### config.mk
export PLATFORM = sky130hd
export DESIGN_NAME = lpf_decim
export DESIGN_NICKNAME = d
export VERILOG_FILES = /design/src/rtl/lpf_decim.sv
export SDC_FILE = /design/constraint.sdc
export NUM_CORES = 1
export LEC_CHECK = 0
export ABC_AREA = 1
export CAP_MARGIN = 20
export CORE_MARGIN = 4
export CORE_UTILIZATION = 55
export DETAILED_ROUTE_END_ITERATION = 7
export PLACE_DENSITY_LB_ADDON = 0.25
export REMOVE_ABC_BUFFERS = 1
export SLEW_MARGIN = 10
export SYNTH_ARGS = -nofsm -noshare
export SYNTH_HDL_FRONTEND = slang
export SYNTH_SLANG_ARGS = --single-unit
### constraint.sdc
create_clock -name I_clk -period 3 [get_ports I_clk]
set_input_delay 0.75 -clock I_clk [delete_from_list [all_inputs] [get_ports I_clk]]
set_output_delay 0.75 -clock I_clk [all_outputs]
set_load 0.05 [all_outputs]
### src/rtl/lpf_decim.sv
// Integrate-and-dump decimator behind the IIR LPF: averages each frame of DECIM
// valid samples and queues the rounded means in a small first-word-fall-through FIFO.
module lpf_decim #(
  parameter int in_width   = 15,
  parameter int LOG2_DECIM = 3,
  parameter int FIFO_DEPTH = 4,
  parameter int FIFO_AW    = 2
) (
  input  logic                I_clk,
  input  logic                I_reset_n,
  input  logic                I_valid,
  input  logic [in_width:0]   I_data,
  output logic                O_valid,
  input  logic                O_ready,
  output logic [in_width:0]   O_data,
  output logic                O_overrun,
  output logic [FIFO_AW:0]    O_level
);

  localparam int ACC_W = in_width + 1 + LOG2_DECIM;
  localparam int SUM_W = ACC_W + 1;
  localparam logic signed [SUM_W-1:0] ROUND   = SUM_W'(2 ** (LOG2_DECIM - 1));
  localparam logic signed [SUM_W-1:0] RES_MAX = SUM_W'((2 ** in_width) - 1);
  localparam logic signed [SUM_W-1:0] RES_MIN = ~RES_MAX;
  localparam logic [FIFO_AW:0]        FULL_LEVEL = (FIFO_AW + 1)'(FIFO_DEPTH);
  localparam logic [FIFO_AW:0]        LEVEL_ONE  = (FIFO_AW + 1)'(1);
  localparam logic [FIFO_AW-1:0]      PTR_ONE    = FIFO_AW'(1);
  localparam logic [LOG2_DECIM-1:0]   PHASE_ONE  = LOG2_DECIM'(1);

  logic [LOG2_DECIM-1:0]    phase;
  logic signed [ACC_W-1:0]  acc;
  logic signed [SUM_W-1:0]  sum_rnd;
  logic signed [SUM_W-1:0]  shifted;
  logic [in_width:0]        res;
  logic                     dump;
  logic                     pop;
  logic                     full;
  logic                     write_en;
  logic [FIFO_AW-1:0]       rd_ptr;
  logic [FIFO_AW-1:0]       wr_ptr;
  logic [FIFO_AW-1:0]       rd_next;
  logic [FIFO_AW:0]         level;
  logic [in_width:0]        mem [FIFO_DEPTH];

  // Rounded mean of the completing frame; the clamp is only a guard.
  always_comb begin
    sum_rnd = SUM_W'(acc) + SUM_W'($signed(I_data)) + ROUND;
    shifted = sum_rnd >>> LOG2_DECIM;
    res     = shifted[in_width:0];
    if (shifted > RES_MAX)
      res = RES_MAX[in_width:0];
    else if (shifted < RES_MIN)
      res = RES_MIN[in_width:0];
  end

  assign dump     = I_valid && (phase == '1);
  assign full     = (level == FULL_LEVEL);
  assign pop      = O_valid && O_ready;
  assign write_en = dump && (!full || pop);
  assign rd_next  = rd_ptr + PTR_ONE;
  assign O_valid  = (level != '0);
  assign O_level  = level;

  always_ff @(posedge I_clk) begin
    if (!I_reset_n) begin
      phase <= '0;
      acc   <= '0;
    end else if (I_valid) begin
      phase <= phase + PHASE_ONE;
      if (phase == '0)
        acc <= ACC_W'($signed(I_data));
      else
        acc <= acc + ACC_W'($signed(I_data));
    end
  end

  always_ff @(posedge I_clk) begin
    if (write_en)
      mem[wr_ptr] <= res;
  end

  // O_data is a register so it can keep the last head once the FIFO drains.
  always_ff @(posedge I_clk) begin
    if (!I_reset_n) begin
      rd_ptr    <= '0;
      wr_ptr    <= '0;
      level     <= '0;
      O_data    <= '0;
      O_overrun <= 1'b0;
    end else begin
      if (pop)
        rd_ptr <= rd_next;
      if (write_en)
        wr_ptr <= wr_ptr + PTR_ONE;
      if (write_en && !pop)
        level <= level + LEVEL_ONE;
      else if (pop && !write_en)
        level <= level - LEVEL_ONE;
      if (dump && full && !pop)
        O_overrun <= 1'b1;
      if (pop) begin
        if (level > LEVEL_ONE)
          O_data <= mem[rd_next];
        else if (write_en)
          O_data <= res;
      end else if (write_en && level == '0) begin
        O_data <= res;
      end
    end
  end

endmodule

==> run summary <==
The flow ran to the end, but the final reports show violations. The final reports fail on setup timing. Global routing used 24.6% of the available tracks. Once layout is complete, the cells apart from fillers number 1233.

Hold repair after CTS inserted 0 buffers. No sink is reached through more buffers than the 2 on the longest clock path. The kind of critical path is in -> reg. The cell count after synthesis is 857, and the worst hold path cell count is 2. Headroom to the max-slew limit came out at 58.7%. The final critical-path share of the clock period was 101%; the number of failing setup endpoints in the final timing report was 4.

Pin placement for this block handled 41 I/O pins. After clock tree synthesis, the clock-pin slew on the worst setup and hold paths is 0.08 ns. Global routing consumed, on the met2 layer, 43.0% of the routing resources.

The highest ir drop seen on vdd was 0.338 mV. Kind of launch point of the worst setup path: an input port. The tools report the total overflow reported by the global router as 0.

The part of the total power dissipated in sequential elements was 30.2%. For the number of antenna violations at the first check in global routing, the log shows 0. Synthesis instantiated 50 different standard cells from the library. The routed wirelength normalized by instance count works out to 16.7 um.

For this run, the number of Yosys warnings is 0. For the die area, the log shows 0.0152 sq mm. The required time of the critical path was 3.08 ns.

In this run the most used layer during global routing was met2. The worst path needs 3.02 ns of the cycle, external delays included. The post-layout worst setup margin was -0.0209 ns; the switching power total was 2530 uW. For the worst flop-to-flop path, the logic depth is 13. The maximum clock frequency was 331 MHz.

The routed wire length was 20600 um. The proportion of power drawn by the clock network is 21.0%, and the number of endpoints with negative hold slack in the final report is 0. Slew at the pin closest to its max-slew limit: 0.617 ns. The total number of vias was 6849. The relative area change from synthesis to final layout came out at 34.9%. In this run, placement finished with an instance count of 1186. After the last flow step, the layout net total stands at 1142. After synthesis the cells add up to 0.00732 sq mm. Entering global routing, the biggest net connects 33 pins. Max-cap violations in this run came to 0.

The signal on the critical path passes through buf_2 > ha_1 > inv_1 > fa_2 > inv_1 > a21oi_1 > nand2_1 > a21oi_4 > nand3_2 > nand2_4 > nand2_4 > nand3_4 > clkbuf_16 > nand2_1. For the worst setup slack after placement, the log shows -0.723 ns. The width of the die was 123 um; the maximum fanout along the worst path was 6. In this run the vertical extent of the chip is 123 um. The clock tree root buffer cell is sky130_fd_sc_hd__clkbuf_16. For the length of the first detailed-routing pass in iterations, the log shows 5. Gate family responsible for the most delay along the worst path: adder cells.

The run gives 110 as the CTS sink count. Primary flip-flop cell chosen by synthesis mapping: sky130_fd_sc_hd__edfxtp_1. Yosys mapped a number of flops with a built-in enable equal to 64.

The cell-internal power is 3720 uW, and the count of buffer and inverter cells on the critical path is 4. Counting flops with an async set or reset pin after synthesis yields a share of 0%. Of the total power, the share spent switching nets is 40.5%. TritonCTS built the clock tree. The min-delay analysis places its worst path in the category reg -> reg. The via count of the first global-routing pass came out at 6337. Counting flops and latches in the post-synthesis netlist gives 110.

The initial core utilization came out at 57.1%. The share of post-route cells with drive strength above 1 came out at 36.2%. For the initial DRC count, the log shows 606. Type of destination of the critical path: a flop. Overall power consumption after layout is estimated at 6250 uW.

The wire-length estimate of the detail-placed layout is 12500 um. The cell area power density works out to 633 mW/mm^2. The wire length of the first global-routing pass came out at 29300 um. The tools report the number of standard-cell rows in the floorplan as 41.

In this design, the stage delay of the slowest critical-path cell is 0.65 ns. For the number of clock buffers inserted by TritonCTS, the log shows 9. The final number of max-transition violations is 0, and the number of diodes added for antenna fixing is 0. Cell type of the slowest stage on the worst timing path: sky130_fd_sc_hd__fa_2.

Number of H-tree levels: 3. The region available for standard cell placement spans 0.0128 sq mm. The run gives 48.8% as the portion of total power attributed to combinational logic. The logs give 0.00453 uW for the static power due to leakage and 0.873 for the final RePlAce weighted congestion. For the met1 usage in global routing, the log shows 30.4%. The run gives 38.8% as the sequential element share of the synthesized area. A synthesized cell averages 8.54 sq um. For the insertion delay to the later sink of the worst-skew pair, the log shows 0.37 ns. The count of buffers added on input and output ports is 40. For met3 alone, demand over resource in global routing was 3.89%.

The critical path crosses 14 cells after its start point. For this run, design rule violations remaining after detail routing come to 0. The setup skew after layout came out at 0.0139 ns. The count of nets left with antenna violations after detail routing is 0, and the detailed-route vias per instance is 5.55. STA puts the critical path data arrival time at 3.11 ns.
-- cells by family (layout without fill, tap and decap cells) --
logic type                 count (synthesis)  after routing  share of synthesized area (%)
AOI/OAI and AO/OA                        194            194                           15.2
buffers and inverters                    137            340                           8.25
and+or+nand+nor                          334            335                           22.8
DFF                                      110            110                           38.8
xor gates and xnor gates                  16             16                           1.91
adders and majority gates                 66             66                           12.9
-- cell usage in the layout (no fill, tap or decap), types with 20 or more instances in the layout --
cell type | netlist | routed
sky130_fd_sc_hd__a21oi_1 | 79 | 74
sky130_fd_sc_hd__a21oi_2 | 19 | 20
sky130_fd_sc_hd__buf_4 | 1 | 165
sky130_fd_sc_hd__clkdlybuf4s50_1 | 0 | 25
sky130_fd_sc_hd__dfxtp_1 | 46 | 46
sky130_fd_sc_hd__edfxtp_1 | 64 | 64
sky130_fd_sc_hd__ha_1 | 50 | 36
sky130_fd_sc_hd__inv_1 | 98 | 88
sky130_fd_sc_hd__nand2_1 | 184 | 156
sky130_fd_sc_hd__nand2_2 | 18 | 38
sky130_fd_sc_hd__nand2_4 | 14 | 22
sky130_fd_sc_hd__nand3_1 | 28 | 24
sky130_fd_sc_hd__nor2_1 | 44 | 38
sky130_fd_sc_hd__o21ai_0 | 67 | 66
-- cells in the mapped netlist, drive strengths merged (2+ instances only) --
cell type      n  share of area (%)
or2            3               0.26
inv          106                5.4
clkbuf        18                1.1
o21ai         73                5.1
a221oi         2               0.24
nor2          49                2.8
buf            9                1.2
fa            16                4.4
o21bai         3               0.31
edfxtp        64                 26
a21oi         99                7.9
o211ai         9               0.92
xnor2          4               0.48
ha            50                8.5
a31oi          4               0.34
nand3b         5               0.51
dlygate4sd1    2               0.24
dfxtp         46                 13
xor2          12                1.4
nand4          6               0.68
nand3         47                4.6
nor3           5               0.50
nand2        216                 13
-- power groups by stage --
stage                     Clock (uW)  Sequential [uW]  Combinational (uW)
after floorplan                    0             2160                1400
after global placement             0             1920                2590
after detailed placement           0             1920                2640
after CTS                       1320             1890                2740
after global routing            1380             1910                3280
final                           1310             1890                3050
-- worst register-to-register path: cells and delay by family, from the launching register on --
family	cells	cell delay, ns
adders and majority gates	2	0.85
and+or+nand+nor	6	0.68
DFF	1	0.41
buffers and inverters	3	0.34
AOI/OAI and AO/OA	2	0.32
-- flip-flops by register name, indices dropped and copies added, names as in the netlist --
signal	cells
rd_ptr	2
mem	64
wr_ptr	2
O_level	3
O_overrun	1
acc	19
O_data	16
phase	3
-- path summary, 6_finish.rpt --
path                           start                 endpoint  slack, ns
max                       I_data[15]      mem[2][4]$_DFFE_PP_      -0.02
min          O_data[15]$_SDFFE_PN0P_  O_data[15]$_SDFFE_PN0P_       0.48
max reg2reg     acc[16]$_SDFFE_PN0P_      mem[2][4]$_DFFE_PP_       0.11
min reg2reg  O_data[15]$_SDFFE_PN0P_  O_data[15]$_SDFFE_PN0P_       0.48
-- routing by layer --
metal,vias up,part of all wire [%]
li1,3246,-
met1,3265,40
met5,-,0
met4,0,3.9
met3,69,5.2
met2,269,51
-- repair_timing --
item / CTS / global route
cloned: 1 / 3
setup endpoints to repair: 80 / 82
gates resized for setup: 63 / 101
pin swaps: 18 / 57
setup buffers: 11 / 16
-- layout make-up --
cell class	instances	area [sq um]
fill	842	2950
clock inverter	6	85.1
sequential	110	2840
inverter	107	402
timing repair buffer	217	1790
clock buffer	10	239
tap	172	215
multi-input combinational	611	4300
-- through the flow --
step	util, %	hold slack, ns	setup TNS (ns)	cell area [sq um]
after floorplan	-	0.453	-29.04	7120
after global placement	69.3	0.460	-48.60	8890
after detailed placement	69.3	0.465	-53.92	8890
after CTS	73.6	0.479	-0.220	9440
after global routing	77.0	0.498	-7.48	9880
final	77.0	0.477	-0.0832	9880
Note: power is estimated with default switching activity, not from simulation.
